===== src/rtl/ifmap_row_loader_pkg.sv =====
// Shared constants, FSM encoding and helpers for the IF-map row loader.
package ifmap_row_loader_pkg;

  localparam int unsigned NUM_BANKS = 8;
  localparam int unsigned NUM_REGS  = 8;
  localparam int unsigned ADDR_W    = 10;
  localparam int unsigned DIM_W     = 6;
  localparam int unsigned K_W       = 4;
  localparam int unsigned OFF_W     = 3;          // log2(NUM_BANKS): bank offset width
  localparam int unsigned WPR_W     = DIM_W - 2;  // words per row: ceil(63/8)=8 needs 4 bits
  localparam int unsigned KROW_W    = 3;
  localparam int unsigned SEL_W     = 3;

  typedef enum logic [1:0] {
    ST_IDLE    = 2'd0,
    ST_READ    = 2'd1,
    ST_LOAD    = 2'd2,
    ST_PRESENT = 2'd3
  } state_e;

  // Words per image row in each bank: (W+7)>>3.
  function automatic logic [WPR_W-1:0] calc_wpr(input logic [DIM_W-1:0] w);
    logic [DIM_W:0] s;
    s = {1'b0, w} + (DIM_W+1)'(7);
    return WPR_W'(s >> OFF_W);
  endfunction

endpackage


===== src/rtl/ifmap_row_loader_addr_gen.sv =====
// Combinational bank address / enable / mux-select map for one window row.
module ifmap_addr_gen
  import ifmap_row_loader_pkg::*;
(
  input  logic [DIM_W-1:0]            i_x0,
  input  logic [DIM_W-1:0]            i_y,
  input  logic [K_W-1:0]              i_k,
  input  logic [WPR_W-1:0]            i_wpr,
  output logic [NUM_BANKS-1:0]        o_rd_en,
  output logic [NUM_BANKS*ADDR_W-1:0] o_rd_addr,
  output logic [SEL_W*NUM_REGS-1:0]   o_mux_sel
);

  logic [ADDR_W-1:0] w_row_base;
  logic [OFF_W-1:0]  w_off;
  logic [DIM_W:0]    w_col;

  // Bank b holds column x0+off where off=(b-x0) mod 8; only the first K columns are read.
  always_comb begin
    o_rd_en    = '0;
    o_rd_addr  = '0;
    o_mux_sel  = '0;
    w_off      = '0;
    w_col      = '0;
    w_row_base = ADDR_W'(i_y) * ADDR_W'(i_wpr);
    for (int b = 0; b < NUM_BANKS; b++) begin
      w_off = OFF_W'(b) - i_x0[OFF_W-1:0];
      w_col = (DIM_W+1)'(i_x0) + (DIM_W+1)'(w_off);
      if (K_W'(w_off) < i_k) begin
        o_rd_en[b]                    = 1'b1;
        o_rd_addr[b*ADDR_W +: ADDR_W] = w_row_base + ADDR_W'(w_col >> OFF_W);
      end
    end
    for (int i = 0; i < NUM_REGS; i++) begin
      if (K_W'(i) < i_k) begin
        o_mux_sel[i*SEL_W +: SEL_W] = i_x0[OFF_W-1:0] + OFF_W'(i);
      end
    end
  end

endmodule


===== src/rtl/ifmap_row_loader.sv =====
// K x K window sequencer: drives bank reads, register loads and row handshake.
module ifmap_row_loader
  import ifmap_row_loader_pkg::*;
(
  input  logic                        i_clk,
  input  logic                        i_reset,
  input  logic                        i_start,
  input  logic [K_W-1:0]              i_kernel_size,
  input  logic [DIM_W-1:0]            i_img_width,
  input  logic [DIM_W-1:0]            i_img_height,
  output logic [NUM_BANKS-1:0]        o_rd_en,
  output logic [NUM_BANKS*ADDR_W-1:0] o_rd_addr,
  output logic [NUM_REGS-1:0]         o_reg_loads,
  output logic [SEL_W*NUM_REGS-1:0]   o_mux_sel,
  output logic [NUM_REGS-1:0]         o_local_reset,
  output logic                        o_row_valid,
  input  logic                        i_row_ready,
  output logic [KROW_W-1:0]           o_kernel_row,
  output logic [DIM_W-1:0]            o_out_x,
  output logic [DIM_W-1:0]            o_out_y,
  output logic                        o_busy,
  output logic                        o_done,
  output logic                        o_cfg_err
);

  state_e             r_state, w_state_nxt;
  logic [K_W-1:0]     r_k, w_k_nxt;
  logic [DIM_W-1:0]   r_w, w_w_nxt;
  logic [DIM_W-1:0]   r_h, w_h_nxt;
  logic [KROW_W-1:0]  r_ky, w_ky_nxt;
  logic [DIM_W-1:0]   r_ox, w_ox_nxt;
  logic [DIM_W-1:0]   r_oy, w_oy_nxt;

  logic w_legal, w_hs, w_last_ky, w_last_x, w_last_y, w_last;

  logic [NUM_BANKS-1:0]        w_gen_en;
  logic [NUM_BANKS*ADDR_W-1:0] w_gen_addr;
  logic [SEL_W*NUM_REGS-1:0]   w_gen_sel;
  logic [NUM_REGS-1:0]         w_load_mask;

  logic [NUM_BANKS-1:0]        w_rd_en_d;
  logic [NUM_BANKS*ADDR_W-1:0] w_rd_addr_d;
  logic [NUM_REGS-1:0]         w_reg_loads_d;
  logic [SEL_W*NUM_REGS-1:0]   w_mux_sel_d;
  logic [NUM_REGS-1:0]         w_local_reset_d;
  logic                        w_row_valid_d, w_busy_d, w_done_d, w_cfg_err_d;

  // Config legality and end-of-map detection.
  always_comb begin
    w_legal   = (i_kernel_size != '0) &&
                (i_kernel_size <= K_W'(NUM_REGS)) &&
                (DIM_W'(i_kernel_size) <= i_img_width) &&
                (DIM_W'(i_kernel_size) <= i_img_height);
    w_hs      = (r_state == ST_PRESENT) && i_row_ready;
    w_last_ky = (K_W'(r_ky) == r_k - K_W'(1));
    w_last_x  = (r_ox == r_w - DIM_W'(r_k));
    w_last_y  = (r_oy == r_h - DIM_W'(r_k));
    w_last    = w_last_ky && w_last_x && w_last_y;
  end

  // State, latched config and window counters.
  always_ff @(posedge i_clk or posedge i_reset) begin
    if (i_reset) begin
      r_state <= ST_IDLE;
      r_k     <= '0;
      r_w     <= '0;
      r_h     <= '0;
      r_ky    <= '0;
      r_ox    <= '0;
      r_oy    <= '0;
    end else begin
      r_state <= w_state_nxt;
      r_k     <= w_k_nxt;
      r_w     <= w_w_nxt;
      r_h     <= w_h_nxt;
      r_ky    <= w_ky_nxt;
      r_ox    <= w_ox_nxt;
      r_oy    <= w_oy_nxt;
    end
  end

  // Next state, config capture and counter advance (ky innermost, then x, then y).
  always_comb begin
    w_state_nxt = r_state;
    w_k_nxt     = r_k;
    w_w_nxt     = r_w;
    w_h_nxt     = r_h;
    w_ky_nxt    = r_ky;
    w_ox_nxt    = r_ox;
    w_oy_nxt    = r_oy;
    unique case (r_state)
      ST_IDLE: begin
        if (i_start && w_legal) begin
          w_state_nxt = ST_READ;
          w_k_nxt     = i_kernel_size;
          w_w_nxt     = i_img_width;
          w_h_nxt     = i_img_height;
          w_ky_nxt    = '0;
          w_ox_nxt    = '0;
          w_oy_nxt    = '0;
        end
      end
      ST_READ: w_state_nxt = ST_LOAD;
      ST_LOAD: w_state_nxt = ST_PRESENT;
      ST_PRESENT: begin
        if (w_hs) begin
          if (w_last) begin
            w_state_nxt = ST_IDLE;
          end else begin
            w_state_nxt = ST_READ;
            if (w_last_ky) begin
              w_ky_nxt = '0;
              if (w_last_x) begin
                w_ox_nxt = '0;
                w_oy_nxt = r_oy + DIM_W'(1);
              end else begin
                w_ox_nxt = r_ox + DIM_W'(1);
              end
            end else begin
              w_ky_nxt = r_ky + KROW_W'(1);
            end
          end
        end
      end
      default: w_state_nxt = ST_IDLE;
    endcase
  end

  ifmap_addr_gen u_addr_gen (
    .i_x0      (w_ox_nxt),
    .i_y       (w_oy_nxt + DIM_W'(w_ky_nxt)),
    .i_k       (w_k_nxt),
    .i_wpr     (calc_wpr(w_w_nxt)),
    .o_rd_en   (w_gen_en),
    .o_rd_addr (w_gen_addr),
    .o_mux_sel (w_gen_sel)
  );

  // Output decode from the upcoming state so every output is a plain flop.
  always_comb begin
    w_rd_en_d       = '0;
    w_rd_addr_d     = '0;
    w_reg_loads_d   = '0;
    w_mux_sel_d     = '0;
    w_local_reset_d = '0;
    w_row_valid_d   = 1'b0;
    w_load_mask     = '0;
    for (int i = 0; i < NUM_REGS; i++) begin
      w_load_mask[i] = (K_W'(i) < w_k_nxt);
    end
    unique case (w_state_nxt)
      ST_READ: begin
        w_rd_en_d   = w_gen_en;
        w_rd_addr_d = w_gen_addr;
      end
      ST_LOAD: begin
        w_reg_loads_d   = w_load_mask;
        w_local_reset_d = ~w_load_mask;
        w_mux_sel_d     = w_gen_sel;
      end
      ST_PRESENT: w_row_valid_d = 1'b1;
      default: ;
    endcase
    w_busy_d    = (w_state_nxt != ST_IDLE);
    w_done_d    = w_hs && w_last;
    w_cfg_err_d = (r_state == ST_IDLE) && i_start && !w_legal;
  end

  // Output registers.
  always_ff @(posedge i_clk or posedge i_reset) begin
    if (i_reset) begin
      o_rd_en       <= '0;
      o_rd_addr     <= '0;
      o_reg_loads   <= '0;
      o_mux_sel     <= '0;
      o_local_reset <= '0;
      o_row_valid   <= 1'b0;
      o_kernel_row  <= '0;
      o_out_x       <= '0;
      o_out_y       <= '0;
      o_busy        <= 1'b0;
      o_done        <= 1'b0;
      o_cfg_err     <= 1'b0;
    end else begin
      o_rd_en       <= w_rd_en_d;
      o_rd_addr     <= w_rd_addr_d;
      o_reg_loads   <= w_reg_loads_d;
      o_mux_sel     <= w_mux_sel_d;
      o_local_reset <= w_local_reset_d;
      o_row_valid   <= w_row_valid_d;
      o_kernel_row  <= w_ky_nxt;
      o_out_x       <= w_ox_nxt;
      o_out_y       <= w_oy_nxt;
      o_busy        <= w_busy_d;
      o_done        <= w_done_d;
      o_cfg_err     <= w_cfg_err_d;
    end
  end

endmodule


===== config.mk =====
export PLATFORM = sky130hd
export DESIGN_NAME = ifmap_row_loader
export DESIGN_NICKNAME = d
export VERILOG_FILES = /design/src/rtl/ifmap_row_loader_pkg.sv /design/src/rtl/ifmap_row_loader_addr_gen.sv /design/src/rtl/ifmap_row_loader.sv
export SDC_FILE = /design/constraint.sdc
export NUM_CORES = 1
export LEC_CHECK = 0
export BUFFER_PORTS_ARGS = -buffer_cell sky130_fd_sc_hd__buf_2
export CAP_MARGIN = 20
export CELL_PAD_IN_SITES_DETAIL_PLACEMENT = 1
export CELL_PAD_IN_SITES_GLOBAL_PLACEMENT = 1
export CORE_MARGIN = 1.5
export CORE_UTILIZATION = 45
export CTS_CLUSTER_DIAMETER = 200
export DETAILED_ROUTE_END_ITERATION = 8
export PLACE_DENSITY_LB_ADDON = 0.3
export SKIP_LAST_GASP = 1
export SLEW_MARGIN = 20
export SYNTH_ARGS = -nofsm -noshare
export SYNTH_HDL_FRONTEND = slang
export SYNTH_SLANG_ARGS = --single-unit

===== constraint.sdc =====
create_clock -name i_clk -period 10.4 [get_ports i_clk]
set_clock_uncertainty 0.15 [all_clocks]
set_input_delay 0.52 -clock i_clk [delete_from_list [all_inputs] [get_ports i_clk]]
set_output_delay 0.52 -clock i_clk [all_outputs]
set_load 0.05 [all_outputs]

Word level (Yosys, flattened, before mapping):

Index checks and enable logic that the tools add are counted.

* register bits: 165
* memory bits (read-only): 0
* memories kept: 0
* memory bits (writable): 0
* bits in latches: 0
* input bits: 20
* word-level logic and storage cells: 155
* output and inout port bits: 147

* $mul: 1
* $lt $le $gt $ge: 19
* mux-type cells: 55
* equal/unequal tests: 9
* bitwise logic cells: 1
* reduce and logical (&&, ||, !) cells: 15
* divide/modulo/power cells: 0
* shift-type cells: 0
* add/sub/neg operators: 39

Operators by type and width (number)
* $add 10x4->10: 8
* $mux 10: 8
* $mux 80: 1
* $mux 6: 12
* $add 6x3->7: 8
* $mux 3: 12
* $lt 3x4->1: 8
* $mux 24: 1
* $mux 8: 3
* $pmux 6 s2: 2
* $lt 3x4->1 const A: 4
* $add 3x3->3 const B: 4
* $add 6x1->6 const B: 2
* $eq 6x6->1: 2
* $le 4x6->1: 2
* $sub 3x3->3 const A: 4
* $sub 6x4->6: 2
* $logic_and 1x1->1: 10
* $mul 6x4->10: 1
* $mux 1: 10
* $eq 2x2->1 const B: 4
* $lt 1x4->1 const A: 2
* $lt 2x4->1 const A: 2
* $mux 4: 2
* other kinds (19): 25

Longest topological paths before layout:

* depth in word-level cells: 12
* depth in mapped cells: 34
* depth with buffers taken out: 33

Modules after synthesis:

Synthesis repeated with hierarchy kept, for this count alone.

* cells, all modules: 1163
* area total of the unflattened synthesis: 11275.8 um^2

By module, submodules not included
* ifmap_row_loader: area each 7059.3 um^2, sequential area each 4129.0 um^2, instances 1, cells each 589
* ifmap_addr_gen: area each 4216.5 um^2, sequential area each 0.0 um^2, instances 1, cells each 574

Least setup slack after synthesis:

Ideal clock, no wire load.

* path type: register -> register
* start: reg r_k[0]
* end: reg o_rd_addr[19]
* period minus slack after synthesis: 7.453 ns
* data required time: 10.178 ns
* slack: 2.947 ns
* arrival time: 7.232 ns
* library setup time: 0.072 ns
* path buffers: 3
* cell stages (with the launch flop): 33
* cells stage by stage: dfrtp_1 > ha_1 > fa_1 > xor2_1 > nand3_1 > or3_1 > a211oi_1 > buf_2 > nor2_1 > o21ai_0 > o21ai_0 > ha_1 > fa_1 > a21oi_1 > nor2_1 > xnor2_1 > nor2_1 > fa_1 > inv_1 > fa_1 > inv_1 > ha_1 > inv_1 > nor2_1 > nor2_1 > xnor2_1 > and2_0 > clkbuf_1 > and3_1 > clkbuf_1 > nand2_1 > xor2_1 > nor2_2

* word-level cells in the longest chain between the ends: 12
* elaborated cells on any way between the ends: 36
* classes of those cells: add/sub: 7; mul: 1; order compare: 1; eq/ne: 4; mux: 21; reduce/logical: 2

RTL lines
* start, declared: line ifmap_row_loader.sv:27 `logic [K_W-1:0] r_k, w_k_nxt;`
* start signal, assigned: line ifmap_row_loader.sv:73 `r_k <= w_k_nxt;`
* $sub 6x4->6 or $sub 4x1->4 (tied branches): line ifmap_row_loader.sv:56, ifmap_row_loader.sv:55
* $eq 6x6->1 or $eq 3x4->1 (tied branches): line ifmap_row_loader.sv:56, ifmap_row_loader.sv:55
* $mux 6 or $logic_and 1x1->1 (tied branches): line ifmap_row_loader.sv:113, ifmap_row_loader.sv:58
* $mux 6 or $logic_and 1x1->1 (tied branches): line ifmap_row_loader.sv:111, ifmap_row_loader.sv:58
* $mux 6 *: line ifmap_row_loader.sv:107 `if (w_last) begin`
* $mux 6 *: line ifmap_row_loader.sv:106 `if (w_hs) begin`
* $pmux 6 s2 *: line ifmap_row_loader.sv:91 `unique case (r_state)`
* net w_oy_nxt[0]: line ifmap_row_loader.sv:32 `logic [DIM_W-1:0] r_oy, w_oy_nxt;`
* $add 6x3->6 *: line ifmap_row_loader.sv:131 `.i_y (w_oy_nxt + DIM_W'(w_ky_nxt)),`
* $mul 6x4->10 *: line ifmap_row_loader_addr_gen.sv:25 `w_row_base = ADDR_W'(i_y) * ADDR_W'(i_wpr);`
* $add 10x4->10 *: line ifmap_row_loader_addr_gen.sv:31 `o_rd_addr[b*ADDR_W +: ADDR_W] = w_row_base + ADDR_W'(w_col >> OFF_W);`
* $mux 10 *: line ifmap_row_loader_addr_gen.sv:29 `if (K_W'(w_off) < i_k) begin`
* $mux 80 *: line ifmap_row_loader.sv:151 `unique case (w_state_nxt)`
* net w_rd_addr_d[19]: line ifmap_row_loader.sv:42 `logic [NUM_BANKS*ADDR_W-1:0] w_rd_addr_d;`
* end signal, assigned: line ifmap_row_loader.sv:186 `o_rd_addr <= w_rd_addr_d;`
* end, declared: line ifmap_row_loader.sv:12 `output logic [NUM_BANKS*ADDR_W-1:0] o_rd_addr,`

The timed path passes the listed nets; every way through them passes the cells marked *.
A chain may end at the register's enable or synchronous reset.

Final worst setup path:

* start: reg r_k[1]
* end: reg o_rd_addr[79]

* word-level cells in the longest chain between the ends: 12
* elaborated cells on any way between the ends: 36
* classes of those cells: add/sub: 7; mul: 1; order compare: 1; eq/ne: 4; mux: 21; reduce/logical: 2

RTL lines
* $sub 6x4->6 or $sub 4x1->4 (tied branches): line ifmap_row_loader.sv:56, ifmap_row_loader.sv:55
* $eq 6x6->1 or $eq 3x4->1 (tied branches): line ifmap_row_loader.sv:56, ifmap_row_loader.sv:55
* $logic_and 1x1->1 (2 in a row): line ifmap_row_loader.sv:58 `w_last = w_last_ky && w_last_x && w_last_y;`
* $mux 3 *: line ifmap_row_loader.sv:107
* $mux 3 *: line ifmap_row_loader.sv:106
* $pmux 3 s2 *: line ifmap_row_loader.sv:91
* net w_ky_nxt[2]: line ifmap_row_loader.sv:30 `logic [KROW_W-1:0] r_ky, w_ky_nxt;`
* $add 6x3->6 *: line ifmap_row_loader.sv:131
* $mul 6x4->10 *: line ifmap_row_loader_addr_gen.sv:25
* $add 10x4->10 *: line ifmap_row_loader_addr_gen.sv:31
* $mux 10 *: line ifmap_row_loader_addr_gen.sv:29
* $mux 80 *: line ifmap_row_loader.sv:151
* net w_rd_addr_d[79]: line ifmap_row_loader.sv:42

Marks and branches as above.

==> run_results.csv <==
group,metric,value,unit
synth,ys_ff_latch,165,
timing,final-max-slew-violation-count,0,
setup_path,critPathMaxFanout,10,
synth,synth_edf_count,0,
pwr,power_density,281,nW/um^2
synth,synthAdderAreaFrac,15.7,%
run,cap_viol_max_count,0,
synth,synth_top_family_by_area,"simple AND/OR/NAND/NOR gates",
synth,muxShareOfSynthArea,1.47,%
setup_path,worst_ep_required_time,10.54,ns
global_routing,overflow,0,
setup_path,crit_arrival,8.09,ns
place,port_buffers,166,
setup_path,cpMostUsedCell,"nor2_1",
clock_tree,cts_root_buffer,"clkbuf_16",
clock_tree,cts_tree,"yes",
layout,final_common_cell,"buf_2",
clock_tree,ctsResizeCount,0,
run_status,status,"finished, final reports clean",
global_routing,grt_antenna_before_repair,0,
synth,yosys.area.top_type_share,40.3,%
route,ant_nets,0,
synth,ys.flop_type,"dfrtp_1",
synth,syn-cell-area,10200,sq um
clock_tree,path_clk_slew,0.07,ns
route,firstDrtPassIters,4,
timing,slew_headroom,38.0,%
synth,synth_cells,1027,
setup_path,worst_setup_path_end_kind,"flip-flop",
floorplanning,core_area,22500,sq um
floorplanning,dieArea,23700,sq um
floorplanning,initial_core_util,45.5,%
route,drt-initial-drc-count,367,
layout,n_fill_cell,2543,
layout,multi_input_area,5610,sq um
layout,fin_cells,1497,
clock_tree,clk_latency,0.44,ns
synth,yosysWarnings,0,
setup_path,startpoint_type,"flip-flop",
min_path,hold_path_class,"input pin to async pin",
clock_tree,cts.sinks,165,
route,wire_per_inst,19.3,um
place,dp.final_hpwl,21900,um
timing,tightest_slew,0.930,ns
synth,synth_xor_area_share,9.48,%
clock_tree,ctsHoldBuffers,0,
timing,fmax,126,MHz
timing,setup_viol,0,
floorplanning,ioPinCount,167,
setup_path,worst-setup-path-type,"flip-flop to flip-flop",
synth,synth_compound_gate_area_share,12.0,%
clock_tree,htree_levels,4,
place,dp.cells,1465,
synth,synth_largest_area_cell,"dfrtp_1",
global_routing,grt_pass1_vias,8795,
synth,synthArstFlopShare,100,%
route,drc,0,
layout,syn2layout_area_growth,17.1,%
global_routing,grt_max_degree,97,
floorplanning,die_w,154,um
setup_path,slowest_delay,0.56,ns
synth,synth.top_cells.by_area,"dfrtp_1 40%, ha_1 12%, xnor2_1 5.7%",
synth,synthesis.nets,1164,
clock_tree,cts_setup_buffers,0,
pwr,peakVddDrop,174,uV
setup_path,crit_slowest_cell,"a2111oi_4",
timing,setup_tns,0,ns
floorplanning,row_count,55,
global_routing,grt_pass1_wl,47400,um
floorplanning,die_h,154,um
route,routed_wl,28900,um
layout,final_nets,1336,
timing,hold_violations,0,
clock_tree,cts_buffers,17,
layout,seqCellArea,4130,sq um
synth,synth-seq-area-share,40.3,%
timing,period_needed,7.95,ns
global_routing,track_usage,25.9,%
synth,yosys.area_share.simple,16.0,%
layout,num_antenna_cells,0,
layout,drive_gt1_share,24.1,%
synth,ys_types,79,
timing,rsz0062_at_grt,"false",
clock_tree,cts_buffer_depth,2,
timing,fin_crit_sh,76.4,%
synth,avgSynthCellArea,9.97,sq um
route,via_per_inst,5.34,
pwr,leakagePower,0.00632,uW
layout,layout_common_cells,"166 x buf_2, 165 x dfrtp_1, 119 x nor2_1",
route,vias,8001,
place,gp_routability_congestion,0.868,
[kinds of logic after synthesis]
kind of cell	after synthesis
adders and majority gates	117
buffers and inverters	122
xor gates and xnor gates	110
muxes	14
DFF	165
AOI/OAI and AO/OA	167
and+or+nand+nor	332
[power by group]
part	internal [uW]	switching, uW	leakage [uW]	total [uW]
clock	330	317	0.000291	646
combinational	531	1340	0.00379	1870
sequential	776	79.7	0.00224	856
total	1640	1740	0.00632	3370
[layer usage]
layer / vias to the layer above / GRT usage, % / share of wire (%)
li1: 3762 / - / -
met1: 4073 / 32.9 / 45
met5: - / 0 / 0
met2: 134 / 45.4 / 50
met3: 32 / 4.28 / 3.2
met4: 0 / 7.40 / 1.9
[critical path: cells and delay by family (launching register included)]
family	cells	cell delay, ns
AOI/OAI and AO/OA	6	1.58
xor gates and xnor gates	3	0.62
adders and majority gates	5	1.99
buffers and inverters	5	0.58
DFF	1	0.48
and+or+nand+nor	11	2.40
[path summary, 6_finish.rpt]
path,depth (start not counted),end,slack [ns],start
setup / recovery,30,o_rd_addr[79],2.45,r_k[1]
min in group i_clk,3,r_h[0],0.15,i_img_height[0]
setup reg to reg,30,o_rd_addr[79],2.45,r_k[1]
hold / removal,2,o_rd_addr[73],0.08,i_reset
hold reg to reg,2,r_h[0],0.41,r_h[0]
max in group asynchronous,3,o_out_x[2],8.58,i_reset
[registers in the layout (all words and copies together) (netlist names), 2 cells and up]
register and cells:
o_kernel_row 3, o_local_reset 8, o_mux_sel 24, o_out_x 6
o_out_y 6, o_rd_addr 80, o_rd_en 8, o_reg_loads 8
r_h 6, r_k 4, r_state 2, r_w 6
[per-stage QoR]
| stage | util (%) | hold slack (ns) | cell area (sq um) | setup slack, ns | power, uW |
|---|---|---|---|---|---|
| floorplan | - | 0.335 | 10200 | 2.95 | 2270 |
| global placement | 50.6 | 0.377 | 11400 | 2.83 | 2670 |
| detailed placement | 50.6 | 0.374 | 11400 | 2.59 | 2730 |
| CTS | 53.3 | 0.126 | 12000 | 2.52 | 3400 |
| global route | 53.3 | 0.159 | 12000 | 1.85 | 3590 |
| finish | 53.3 | 0.0772 | 12000 | 2.45 | 3370 |
[cells in the mapped netlist, types with 4 or more instances]
| cell | number |
|---|---|
| and2_1 | 7 |
| dfrtp_1 | 165 |
| a31oi_1 | 8 |
| nand3_1 | 10 |
| a221o_1 | 9 |
| nor2_1 | 119 |
| nor2b_1 | 31 |
| o21ai_0 | 20 |
| and3_1 | 12 |
| fa_1 | 19 |
| nor2_2 | 36 |
| a21o_1 | 17 |
| mux2_2 | 8 |
| buf_2 | 10 |
| ha_1 | 98 |
| nor3_1 | 20 |
| a21oi_1 | 38 |
| clkbuf_1 | 11 |
| inv_2 | 9 |
| buf_6 | 4 |
| o21a_1 | 15 |
| o21ai_1 | 11 |
| nand2b_1 | 7 |
| inv_1 | 84 |
| or2_2 | 6 |
| xnor2_1 | 67 |
| xor2_1 | 42 |
| mux2i_1 | 6 |
| nand2_1 | 60 |
[cell type report]
cell class,instances,share of cell area [%]
multi-input combinational,740,46.7
sequential,165,34.4
timing repair buffer,180,7.80
clock buffer,18,3.66
inverter,95,3.06
tap,285,2.97
clock inverter,14,1.33
(Power assumes the default switching activity.)
